$ cat src/rtl/sim_ctrl_pkg.sv
// Shared types for the simulation-control monitor: FSM states, console entry
// layout and a helper that sizes the console channel field.
package sim_ctrl_pkg;

    typedef enum logic [1:0] {
        RUN     = 2'd0,
        DRAIN   = 2'd1,
        DONE    = 2'd2,
        TIMEOUT = 2'd3
    } state_e;

    localparam int CHAN_MAX_W = 8;

    typedef struct packed {
        logic [CHAN_MAX_W-1:0] chan;
        logic [7:0]            chr;
    } con_entry_t;

    function automatic int chan_width(input int n_console);
        return (n_console > 1) ? $clog2(n_console) : 1;
    endfunction

endpackage

$ cat src/rtl/sync_fifo.sv
// First-word-fall-through FIFO: the head is held in a register refreshed from
// the RAM array (or forwarded from the write port) so rdata is valid the cycle after a push.
module sync_fifo #(
    parameter int  WIDTH = 9,
    parameter int  DEPTH = 16,
    localparam int AW    = $clog2(DEPTH)
) (
    input  logic             clk,
    input  logic             rst,
    input  logic             push,
    input  logic             pop,
    input  logic [WIDTH-1:0] wdata,
    output logic [WIDTH-1:0] rdata,
    output logic             full,
    output logic             empty,
    output logic [AW:0]      count
);

    logic [WIDTH-1:0] mem [DEPTH];
    logic [AW-1:0]    wr_ptr_reg;
    logic [AW-1:0]    rd_ptr_reg;
    logic [AW-1:0]    rd_addr_next;
    logic [AW:0]      count_reg;
    logic [WIDTH-1:0] rdata_reg;
    logic             push_en;
    logic             pop_en;

    assign empty   = (count_reg == '0);
    assign full    = (count_reg == (AW+1)'(DEPTH));
    assign count   = count_reg;
    assign rdata   = rdata_reg;
    assign pop_en  = pop && !empty;
    // A full FIFO still takes a write when the head leaves in the same cycle.
    assign push_en = push && (!full || pop_en);
    assign rd_addr_next = pop_en ? (rd_ptr_reg + AW'(1)) : rd_ptr_reg;

    always_ff @(posedge clk) begin
        if (push_en) begin
            mem[wr_ptr_reg] <= wdata;
        end
    end

    always_ff @(posedge clk or posedge rst) begin
        if (rst) begin
            wr_ptr_reg <= '0;
            rd_ptr_reg <= '0;
            count_reg  <= '0;
            rdata_reg  <= '0;
        end else begin
            if (push_en) begin
                wr_ptr_reg <= wr_ptr_reg + AW'(1);
            end
            rd_ptr_reg <= rd_addr_next;
            case ({push_en, pop_en})
                2'b10:   count_reg <= count_reg + (AW+1)'(1);
                2'b01:   count_reg <= count_reg - (AW+1)'(1);
                default: ;
            endcase
            // Forward the incoming word when it lands exactly on the next head slot.
            if (push_en && (wr_ptr_reg == rd_addr_next)) begin
                rdata_reg <= wdata;
            end else begin
                rdata_reg <= mem[rd_addr_next];
            end
        end
    end

endmodule

$ cat src/rtl/sim_ctrl_monitor.sv
// Snoops the DCCM write port for finish/console addresses, queues console
// characters, tracks cycles and retirements, and times out a stalled core.
module sim_ctrl_monitor
    import sim_ctrl_pkg::*;
#(
    parameter int               XLEN         = 32,
    parameter logic [XLEN-1:0]  FINISH_ADDR  = 32'h1000_0000,
    parameter logic [XLEN-1:0]  CONSOLE_BASE = 32'h0020_0000,
    parameter int               N_CONSOLE    = 2,
    parameter int               RET_LANES    = 3,
    parameter int               FIFO_DEPTH   = 16,
    parameter int               WDOG_LIMIT   = 1000,
    parameter int               CNT_W        = 32,
    localparam int              CH_W         = chan_width(N_CONSOLE)
) (
    input  logic                 clk,
    input  logic                 rst,
    input  logic                 dccm_wen,
    input  logic [XLEN-1:0]      dccm_waddr,
    input  logic [XLEN-1:0]      dccm_wdata,
    input  logic [RET_LANES-1:0] retire_valid,
    output logic                 con_valid,
    input  logic                 con_ready,
    output logic [CH_W-1:0]      con_chan,
    output logic [7:0]           con_char,
    output logic                 finish_req,
    output logic [XLEN-1:0]      finish_code,
    output logic                 wdog_timeout,
    output logic                 con_overflow,
    output logic [CNT_W-1:0]     cycle_count,
    output logic [CNT_W-1:0]     retire_count
);

    localparam int RC_W   = $clog2(RET_LANES + 1);
    localparam int IDLE_W = $clog2(WDOG_LIMIT + 1);
    localparam int FW     = CH_W + 8;
    localparam int FCNT_W = $clog2(FIFO_DEPTH) + 1;

    state_e               state_reg;
    logic [IDLE_W-1:0]    idle_cnt_reg;
    logic [CNT_W-1:0]     drop_cnt_reg;
    logic [N_CONSOLE-1:0] con_hit;
    logic [CH_W-1:0]      hit_chan;
    logic [RC_W-1:0]      retire_pop;
    logic                 finish_hit;
    logic                 retire_any;
    logic                 in_run;
    logic                 active;
    logic                 wdog_fire;
    logic                 con_push_req;
    logic                 con_pop;
    logic                 fifo_push;
    logic                 con_drop;
    logic                 fifo_full;
    logic                 fifo_empty;
    logic [FCNT_W-1:0]    fifo_count;
    logic [FW-1:0]        fifo_wdata;
    logic [FW-1:0]        fifo_rdata;

    genvar gi;
    generate
        for (gi = 0; gi < N_CONSOLE; gi++) begin : g_con_decode
            assign con_hit[gi] = dccm_wen && (dccm_waddr == (CONSOLE_BASE + XLEN'(4 * gi)));
        end
    endgenerate

    always_comb begin
        hit_chan = '0;
        for (int i = 0; i < N_CONSOLE; i++) begin
            if (con_hit[i]) begin
                hit_chan = CH_W'(i);
            end
        end
    end

    always_comb begin
        retire_pop = '0;
        for (int i = 0; i < RET_LANES; i++) begin
            retire_pop = retire_pop + RC_W'(retire_valid[i]);
        end
    end

    assign finish_hit   = dccm_wen && (dccm_waddr == FINISH_ADDR);
    assign retire_any   = |retire_valid;
    assign in_run       = (state_reg == RUN);
    assign active       = in_run || (state_reg == DRAIN);
    assign wdog_fire    = active && !retire_any && (idle_cnt_reg == IDLE_W'(WDOG_LIMIT));
    assign con_valid    = (fifo_count != '0);
    assign con_pop      = con_valid && con_ready;
    // Console traffic after the finish write is discarded without flagging overflow.
    assign con_push_req = in_run && (|con_hit);
    assign fifo_push    = con_push_req && (!fifo_full || con_pop);
    assign con_drop     = con_push_req && !fifo_push;
    assign fifo_wdata   = {hit_chan, dccm_wdata[7:0]};
    assign con_chan     = fifo_rdata[FW-1:8];
    assign con_char     = fifo_rdata[7:0];

    sync_fifo #(
        .WIDTH (FW),
        .DEPTH (FIFO_DEPTH)
    ) u_con_fifo (
        .clk   (clk),
        .rst   (rst),
        .push  (fifo_push),
        .pop   (con_pop),
        .wdata (fifo_wdata),
        .rdata (fifo_rdata),
        .full  (fifo_full),
        .empty (fifo_empty),
        .count (fifo_count)
    );

    // Watchdog takes priority over a finish write arriving in the same cycle.
    always_ff @(posedge clk or posedge rst) begin
        if (rst) begin
            state_reg    <= RUN;
            finish_req   <= 1'b0;
            finish_code  <= '0;
            wdog_timeout <= 1'b0;
        end else begin
            unique case (state_reg)
                RUN: begin
                    if (wdog_fire) begin
                        state_reg    <= TIMEOUT;
                        wdog_timeout <= 1'b1;
                    end else if (finish_hit) begin
                        state_reg   <= DRAIN;
                        finish_code <= dccm_wdata;
                    end
                end
                DRAIN: begin
                    if (wdog_fire) begin
                        state_reg    <= TIMEOUT;
                        wdog_timeout <= 1'b1;
                    end else if (fifo_empty) begin
                        state_reg  <= DONE;
                        finish_req <= 1'b1;
                    end
                end
                default: ;
            endcase
        end
    end

    always_ff @(posedge clk or posedge rst) begin
        if (rst) begin
            idle_cnt_reg <= '0;
            cycle_count  <= '0;
            retire_count <= '0;
            drop_cnt_reg <= '0;
            con_overflow <= 1'b0;
        end else begin
            if (active) begin
                cycle_count <= cycle_count + CNT_W'(1);
                if (retire_any) begin
                    idle_cnt_reg <= '0;
                end else if (idle_cnt_reg != IDLE_W'(WDOG_LIMIT)) begin
                    idle_cnt_reg <= idle_cnt_reg + IDLE_W'(1);
                end
            end
            retire_count <= retire_count + CNT_W'(retire_pop);
            if (con_drop) begin
                con_overflow <= 1'b1;
                drop_cnt_reg <= drop_cnt_reg + CNT_W'(1);
            end
        end
    end

endmodule
$ cat config.mk
export PLATFORM = sky130hd
export DESIGN_NAME = sim_ctrl_monitor
export DESIGN_NICKNAME = d
export VERILOG_FILES = /design/src/rtl/sim_ctrl_pkg.sv /design/src/rtl/sync_fifo.sv /design/src/rtl/sim_ctrl_monitor.sv
export SDC_FILE = /design/constraint.sdc
export NUM_CORES = 1
export LEC_CHECK = 0
export ABC_AREA = 0
export CORE_MARGIN = 2
export CORE_UTILIZATION = 45
export DETAILED_ROUTE_END_ITERATION = 6
export PLACE_DENSITY = 0.7
export SLEW_MARGIN = 20
export SYNTH_ARGS = -nofsm -noshare
export SYNTH_HDL_FRONTEND = slang
export SYNTH_SLANG_ARGS = --single-unit
$ cat constraint.sdc
create_clock -name clk -period 4.6 [get_ports clk]
set_input_delay 0.92 -clock clk [delete_from_list [all_inputs] [get_ports clk]]
set_output_delay 0.92 -clock clk [all_outputs]
set_load 0.01 [all_outputs]
==> metrics, run 1 <==
minimum clock period 3.66 ns; Final Non-Filler Cells 1,500; Initial Util 0.457; hold buffers post-CTS 0; Synth top cells by count edfxtp_1 (144), dfrtp_1 (133), mux4_2 (72); Rows 62; dpl cells 1,443; setup total negative slack 0 ns; RSZ-0062 raised after global routing false; hold_ws 0.473 ns; initial drt markers 625; CTS tree done; Clock Path Buffers 3; reg-to-reg slack, setup 1.13 ns; Power Density 335 nW/um2; crit-path leading delay family simple AND/OR/NAND/NOR gates; PostCTS Resize Cnt 0; type of the worst min-delay path register to register; Worst VDD drop 0.274 mV; Post-Place Cell Area 15,300 um2; Die H 174 um; YS warnings 0; Post-DRT Antenna Nets 0; clock network latency to the later pin of the worst-skew pair 0.55 ns; first-pass GRT wire length 48,700 um; Post-route DRC 0; Critical Path Stages 15; critical path cell sequence clkdlybuf4s50_1 -> nor4b_1 -> nand4_1 -> nor4b_1 -> and3_1 -> inv_1 -> ha_1 -> xor2_1 -> ha_1 -> o21a_1 -> o21ai_0 -> o21bai_1 -> xnor2_1 -> nor2_1 -> xor2_1; drt first pass iters 5; Main synth FF type edfxtp_1; crit-path max FO 9; vias in the first global route 8,868; area leader, netlist edfxtp_1; top-count cell post-synth edfxtp_1; # Post-CTS Setup Buffers 0; post-synthesis cell count 914; Worst-path clk slew 0.06 ns; n_diodes 0; die area 30,400 um2; sequential cell area fraction in the yosys report 0.585; crit path from dccm_waddr[14]; multi-input logic area 5150 um2; GPL Wtd Cong 0.797; # setup viols final 0; Nets 1,180; crit end category register; grt total ovfl 0; layout cell share with drive strength beyond 1 0.167; r2r startpoint u_con_fifo.count[1]; total power 5470 uW; worst reg2reg path depth 13; slew margin rel. 0.380; Netlist Area Pre-Place 13,100 um2; Clock Tree Root clkbuf_16; worst setup path class primary input to register; IO Pins 180; register area 7660 um2; worst r2r dst u_con_fifo.count[4]; syn nets 1,002; Yosys cell types 56; Post-synth EDFFs 144; GRT Total Usage 0.203; LEAKAGE 0.00603 uW; Avg Cell Area, Syn 14.3 um2; port bufs 179; Slowest cell on crit path nor4b_1; design area 16,300 um2; Worst-Margin Slew 0.930 ns; Period Utilization, post-route 0.796; startpoint types primary input; largest cells by area after synthesis edfxtp_1 (33%), dfrtp_1 (25%), mux4_2 (12%); WL/cell 20.2 um; Routed WL 30,300 um; DP HPWL 19,500 um; FMAX 0.273 GHz; max incr delay on CP 0.47 ns; Core Footprint 28,600 um2; CTS HTree Levels 1; Vias 8,423; max reg flops 144; status finished clean; clock sink count 277; number of buffers created by CTS 31; WP buf/inv 2; Syn-to-layout area delta 24.6%; Final Hold Violating Endpoints 0; Pins Over Slew Limit 0; crit path capture u_con_fifo.count[4]; FF+latch count, synth 277; Via density 5.62; Worst EP required 5.01 ns; die width 174 um; initial antenna violation count 0; ys async rst share 0.480; worst path arrival time 4.07 ns; max_cap viols 0; Clock Skew 0.0163 ns; Layout fillers 2,274; top-area cell type share of the netlist area 0.331; Top reg by flops u_con_fifo.mem; largest net degree at the start of global routing 77
how the worst min path moves through the flow:
stage / from / to / slack, ns / cells past startpoint
6_report: cycle_count[31] / cycle_count[31] / 0.47 / 1
3_3_place_gp: cycle_count[31] / cycle_count[31] / 0.46 / 1
2_1_floorplan: idle_cnt_reg[4] / idle_cnt_reg[4] / 0.46 / 1
4_1_cts: retire_count[31] / retire_count[31] / 0.48 / 1
3_5_place_dp: cycle_count[31] / cycle_count[31] / 0.46 / 1
5_1_grt: retire_count[31] / retire_count[31] / 0.50 / 1
layout make-up:
cell class,count,share of cell area
inverters,16,0.00414
well taps,384,0.0295
multi-input cells,574,0.316
clock inverters,23,0.0137
flip-flops and latches,277,0.470
repair buffers,192,0.117
clock buffers,34,0.0496
kinds of logic after synthesis:
kind of cell    synth area share
compound gates            0.0475
flops                      0.585
buf+inv                   0.0212
simple gates              0.0993
xor+xnor                  0.0563
fa+ha+maj                 0.0174
mux                        0.173
worst reg2reg max path, cell delays in order (launching register included):
cell      delay (ns)
dfrtp_1         0.46
or4_4           0.64
or3b_2          0.51
and3_1          0.20
inv_1           0.08
ha_1            0.37
xor2_1          0.12
ha_1            0.23
o21a_1          0.17
o21ai_0         0.15
o21bai_1        0.10
xnor2_1         0.13
nor2_1          0.06
xor2_1          0.14
cell usage in the layout, fill, tap and decap left out, types with 20 or more instances in the layout:
master / netlist / final
clkdlybuf4s50_1: 0 / 179
edfxtp_1: 144 / 144
dfrtp_1: 133 / 131
mux4_2: 72 / 72
nand2_1: 60 / 60
xnor2_1: 55 / 55
nor2_1: 46 / 46
mux2_2: 42 / 42
and3_1: 32 / 32
clkbuf_16: 0 / 32
xor2_1: 29 / 29
nand3_1: 24 / 24
a21oi_1: 22 / 22
o21ai_0: 20 / 20
per-layer routing:
layer,part of all wire,global-route usage
met5,0,0
met4,0.020,0.0529
met3,0.086,0.0610
met2,0.48,0.332
met1,0.42,0.267
per-stage QoR:
step	setup WS [ns]	util
floorplan	0.126	-
global placement	0.512	0.533
detailed placement	0.417	0.533
CTS	0.979	0.569
global route	0.719	0.569
finish	0.939	0.569
power breakdown:
part,internal (uW),total (uW),switching (uW)
logic,157,290,133
clock network,1490,2480,994
registers,2650,2700,45.2
total,4290,5470,1170
Power figures use the tool's default switching activity.
==> run 2: changes to the inputs <==
PLACE_DENSITY = 0.68   (was 0.7)
clock period = 3.8 ns   (was 4.6 ns; I/O delays follow)
==> run 2 against run 1 <==
Count of clock-buffer cells in the layout increased by 10; critical path depth is 2 lower; largest power group unchanged; worst hold slack worse by 0.0057 ns; via count is 2.2% higher; power is 20% higher; critical path type is now register to register; non-clock buffer count rose by 30; global-route usage rose by 0.18 points; combinational power is 24% higher.
==> metrics, run 2 (synthesis results as in run 1) <==
status finished clean (unchanged); Psw 1400 uW (was 1170 uW); WL/cell 20.4 um (was 20.2 um); Worst-path clk slew 0.06 ns (about the same); Period Utilization, post-route 0.862; Routed WL 31,200 um (was 30,300 um); Flop pwr share 0.497 (was 0.493); die width 174 um (unchanged); drt first pass iters 6 (was 5); Nets 1,210 (was 1,180); Power Density 398 nW/um2 (was 335 nW/um2); number of buffers created by CTS 31 (unchanged); IO Pins 180 (unchanged); crit-path max FO 8 (was 9); hold_ws 0.468 ns (was 0.473 ns); type of the worst min-delay path register to register (unchanged); commonest non-fill, non-tap cell in the layout clkdlybuf4s50_1 (unchanged); Die H 174 um (unchanged); worst setup path class register to register (was primary input to register); die area 30,400 um2 (unchanged); max_cap viols 0 (unchanged); Worst-Margin Slew 0.826 ns (was 0.930 ns); most frequent cells in the layout clkdlybuf4s50_1 (179), edfxtp_1 (144), dfrtp_1 (131) (unchanged); Vias 8,608 (was 8,423); PostCTS Resize Cnt 0 (unchanged); hold path depth 1 (unchanged); layout cell share with drive strength beyond 1 0.190 (was 0.167); CTS tree done (unchanged); largest net degree at the start of global routing 44 (was 77); Worst VDD drop 0.295 mV (was 0.274 mV); first-pass GRT wire length 48,900 um (was 48,700 um); Via density 5.63 (was 5.62); Clock Path Buffers 3 (unchanged); initial drt markers 563 (was 625); GRT Total Usage 0.205 (was 0.203); startpoint types register (was primary input); Core Footprint 28,600 um2 (unchanged); total power 6570 uW (was 5470 uW); n_diodes 0 (unchanged); Slowest cell on crit path or4_4 (was nor4b_1); RSZ-0062 raised after global routing false (unchanged); minimum clock period 3.28 ns; Clock Tree Root clkbuf_16 (unchanged); Logic pwr share 0.055 (was 0.053); clock sink count 277 (unchanged); worst reg2reg path depth 13 (unchanged); LEAKAGE 0.00619 uW (was 0.00603 uW); # setup viols final 0 (unchanged); grt total ovfl 0 (unchanged); Pint 5170 uW (was 4290 uW); FMAX 0.305 GHz; Clock Skew 0.0171 ns (was 0.0163 ns); Final Hold Violating Endpoints 0 (unchanged); Post-DRT Antenna Nets 0 (unchanged); slew margin rel. 0.448 (was 0.380); Clock power frac 0.448 (was 0.454); initial antenna violation count 2 (was 0); GPL Wtd Cong 0.818 (was 0.797); vias in the first global route 8,691 (was 8,868); Worst EP required 4.22 ns (was 5.01 ns); critical path cell sequence or4_4 -> or3b_2 -> and3_1 -> inv_1 -> ha_1 -> xor2_1 -> ha_1 -> buf_4 -> a21oi_1 -> o21bai_1 -> xnor2_1 -> nor2_1 -> xor2_1 (was clkdlybuf4s50_1 -> nor4b_1 -> nand4_1 -> nor4b_1 -> and3_1 -> inv_1 -> ha_1 -> xor2_1 -> ha_1 -> o21a_1 -> o21ai_0 -> o21bai_1 -> xnor2_1 -> nor2_1 -> xor2_1); # Post-CTS Setup Buffers 0 (unchanged); CTS HTree Levels 1 (unchanged); Initial Util 0.457 (unchanged); Pins Over Slew Limit 0 (unchanged); Top reg by flops u_con_fifo.mem (unchanged); DP HPWL 20,900 um (was 19,500 um); crit end category register (unchanged); max incr delay on CP 0.65 ns (was 0.47 ns); worst path arrival time 3.69 ns (was 4.07 ns); Syn-to-layout area delta 26.3% (was 24.6%); fraction of power spent switching nets 0.214 (about the same); port bufs 179 (unchanged); Layout fillers 2,265 (was 2,274); clock network latency to the later pin of the worst-skew pair 0.56 ns (was 0.55 ns); hold buffers post-CTS 0 (unchanged); max reg flops 144 (unchanged); Rows 62 (unchanged); Post-route DRC 0 (unchanged)
[run 2: cell types whose count changed in the layout (fill, tap and decap cells not counted)]
| cell | delta |
|---|---|
| clkbuf_1 | +5 |
| clkinv_1 | -7 |
| inv_6 | -1 |
| clkbuf_8 | +5 |
| bufinv_16 | -2 |
| clkinvlp_4 | -2 |
| inv_8 | -1 |
| buf_4 | +30 |
| clkinv_4 | +1 |
| clkinv_2 | +2 |
[run 2: power groups by stage]
stage / logic (uW) / registers, uW / clock network (uW)
after floorplan: 114 / 3330 / 0
after global placement: 355 / 3320 / 0
after detailed placement: 361 / 3320 / 0
after CTS: 366 / 3270 / 3020
after global routing: 394 / 3270 / 3130
final: 361 / 3270 / 2950
[run 2: layout make-up]
| type | instances | area [um2] | share of cell area |
|---|---|---|---|
| Sequential cell | 277 | 7660 | 0.464 |
| Inverter | 16 | 66.3 | 0.00402 |
| Tap cell | 384 | 480 | 0.0291 |
| Clock inverter | 13 | 121 | 0.00735 |
| Timing Repair Buffer | 222 | 2140 | 0.130 |
| Clock buffer | 44 | 896 | 0.0543 |
| Multi-Input combinational cell | 574 | 5150 | 0.312 |
[run 2: per-stage QoR]
step	setup WS (ns)	instances	instance area (um2)	utilization	TNS [ns]
finish	0.524	1530	16500	0.577	0
global route	0.279	1530	16500	0.577	0
CTS	0.483	1530	16500	0.577	0
detailed placement	-0.00695	1473	15500	0.541	-0.00695
global placement	0.0301	1473	15500	0.541	0
floorplan	0.0142	914	13100	-	0
[run 2: critical path, delay by kind of cell, from the launching register on]
family	cells	cell delay [ns]
buffers and inverters	2	0.20
flip-flops	1	0.47
adder cells (fa/ha/maj)	2	0.38
AO/OA/AOI/OAI	2	0.21
XOR/XNOR	3	0.45
AND/OR/NAND/NOR	4	1.44
[run 2: path summary, 6_finish.rpt]
kind	startpoint	to	slack, ns
min reg2reg	cycle_count[31]	cycle_count[31]	0.47
min	cycle_count[31]	cycle_count[31]	0.47
max reg2reg	u_con_fifo.count[1]	u_con_fifo.count[4]	0.52
max in group asynchronous	rst	retire_count[4]	2.28
max	u_con_fifo.count[1]	u_con_fifo.count[4]	0.52
min in group asynchronous	rst	cycle_count[24]	0.69
[run 2: routing by layer]
| metal | wire (um) | GRT usage | vias up | share of wire |
|---|---|---|---|---|
| li1 | - | - | 3893 | - |
| met1 | 13600 | 0.282 | 4366 | 0.43 |
| met2 | 14700 | 0.334 | 298 | 0.47 |
| met3 | 2440 | 0.0514 | 51 | 0.078 |
| met4 | 497 | 0.0420 | 0 | 0.016 |
| met5 | 0 | 0 | - | 0 |
==> run 3: changes to the inputs <==
PLACE_DENSITY = 0.69   (was 0.68)
SLEW_MARGIN = 10   (was 20)
==> run 3 against run 2 <==
Sequential cell count did not move; maximum frequency fell by 3.0%; count of clock-buffer cells in the layout decreased by 3; largest cell class unchanged; sequential share of layout area hardly changed; die area unchanged; clock skew is essentially flat; critical path depth did not move; critical endpoint unchanged; setup slack worse by 0.10 ns; power barely moved.
==> metrics, run 3 (synthesis results as in run 1) <==
Core Footprint 28,600 um2 (unchanged); Worst-path clk slew 0.06 ns (about the same); startpoint types register (unchanged); type of the worst min-delay path register to register (unchanged); WL/cell 19.9 um (was 20.4 um); DP HPWL 20,300 um (was 20,900 um); Syn-to-layout area delta 26.2% (was 26.3%); largest net degree at the start of global routing 43 (was 44); initial antenna violation count 0 (was 2); drt first pass iters 4 (was 6); Top reg by flops u_con_fifo.mem (unchanged); total power 6580 uW (was 6570 uW); Clock Tree Root clkbuf_16 (unchanged); CTS HTree Levels 1 (unchanged); # Post-CTS Setup Buffers 0 (unchanged); max incr delay on CP 0.65 ns (about the same); Via density 5.59 (was 5.63); vias in the first global route 9,077 (was 8,691); slew margin rel. 0.476 (was 0.448); max_cap viols 0 (unchanged); Post-route DRC 0 (unchanged); RSZ-0062 raised after global routing false (unchanged); Post-DRT Antenna Nets 0 (unchanged); number of buffers created by CTS 31 (unchanged); layout cell share with drive strength beyond 1 0.188 (was 0.190); Rows 62 (unchanged); CTS tree done (unchanged); FMAX 0.296 GHz (was 0.305 GHz); # setup viols final 0 (unchanged); Worst-Margin Slew 0.784 ns (was 0.826 ns); dpl cells 1,473 (unchanged); crit-path max FO 8 (unchanged); port bufs 179 (unchanged); GRT Total Usage 0.206 (was 0.205); setup ws final 0.424 ns (was 0.524 ns); clock sink count 277 (unchanged); max reg flops 144 (unchanged); Initial Util 0.457 (unchanged); worst path arrival time 3.80 ns (was 3.69 ns); clock network latency to the later pin of the worst-skew pair 0.55 ns (was 0.56 ns); die area 30,400 um2 (unchanged); Nets 1,210 (unchanged); PostCTS Resize Cnt 0 (unchanged); Clock Skew 0.0168 ns (was 0.0171 ns); grt total ovfl 0 (unchanged); worst reg2reg path depth 13 (unchanged); commonest non-fill, non-tap cell in the layout clkdlybuf4s50_1 (unchanged); die width 174 um (unchanged); Final Non-Filler Cells 1,530 (unchanged); Pins Over Slew Limit 0 (unchanged); hold buffers post-CTS 0 (unchanged); LEAKAGE 0.00619 uW (about the same); Worst VDD drop 0.401 mV (was 0.295 mV); IO Pins 180 (unchanged); Clock Path Buffers 3 (unchanged); setup total negative slack 0 ns (unchanged); hold path depth 1 (unchanged); Slowest cell on crit path or4_4 (unchanged); GPL Wtd Cong 0.792 (was 0.818); n_diodes 0 (unchanged); initial drt markers 520 (was 563); first-pass GRT wire length 49,600 um (was 48,900 um); crit end category register (unchanged); critical path cell sequence or4_4 -> or3b_2 -> and3_1 -> inv_1 -> ha_1 -> xor2_1 -> ha_1 -> o21a_1 -> o21ai_0 -> o21bai_1 -> xnor2_1 -> nor2_1 -> xor2_1 (was or4_4 -> or3b_2 -> and3_1 -> inv_1 -> ha_1 -> xor2_1 -> ha_1 -> buf_4 -> a21oi_1 -> o21bai_1 -> xnor2_1 -> nor2_1 -> xor2_1); Routed WL 30,400 um (was 31,200 um); most frequent cells in the layout clkdlybuf4s50_1 (179), edfxtp_1 (144), dfrtp_1 (131) (unchanged); Final Hold Violating Endpoints 0 (unchanged); Layout fillers 2,330 (was 2,265); Die H 174 um (unchanged); worst setup path class register to register (unchanged); status finished clean (unchanged); minimum clock period 3.38 ns (was 3.28 ns); Worst EP required 4.23 ns (was 4.22 ns); Vias 8,552 (was 8,608); Power Density 398 nW/um2 (about the same); Period Utilization, post-route 0.889 (was 0.862); Setup Slack @ Placement 0.00614 ns (was -0.00695 ns)
-- run 3: critical path, delay by kind of cell, from the launching register on --
family	cells	cell delay (ns)
AND/OR/NAND/NOR	4	1.45
flip-flops	1	0.47
XOR/XNOR	3	0.46
adder cells (fa/ha/maj)	2	0.41
AO/OA/AOI/OAI	3	0.38
buffers and inverters	1	0.08
-- run 3: area by class of cell --
type,instances,area (um2),share of cell area
flip-flops and latches,277,7660,0.464
repair buffers,222,2140,0.130
inverters,16,66.3,0.00402
clock buffers,41,833,0.0505
multi-input cells,574,5150,0.312
clock inverters,16,176,0.0107
well taps,384,480,0.0291
-- run 3: where the power goes --
part,internal (uW),switching (uW)
clock network,1800,1160
registers,3210,55.1
logic,191,162
total,5200,1380
-- run 3: per-layer routing --
metal | track usage | vias to the layer above | wire length, um
li1 | - | 3882 | -
met1 | 0.275 | 4347 | 12700
met2 | 0.332 | 270 | 14400
met3 | 0.0593 | 53 | 2660
met4 | 0.0550 | 0 | 725
met5 | 0 | - | 0
-- run 3: path summary, 6_finish.rpt --
path,start,end,slack (ns)
max,u_con_fifo.count[1],u_con_fifo.count[4],0.42
min,retire_count[31],retire_count[31],0.47
max reg2reg,u_con_fifo.count[1],u_con_fifo.count[4],0.42
min reg2reg,retire_count[31],retire_count[31],0.47
max in group asynchronous,rst,retire_count[13],2.40
min in group asynchronous,rst,finish_code[29],0.57
-- run 3: through the flow --
stage	area, um2	hold slack, ns	util
final	16500	0.470	0.577
after global routing	16500	0.491	0.577
after CTS	16500	0.475	0.577
after detailed placement	15500	0.461	0.541
after global placement	15500	0.462	0.541
after floorplan	13100	0.463	-
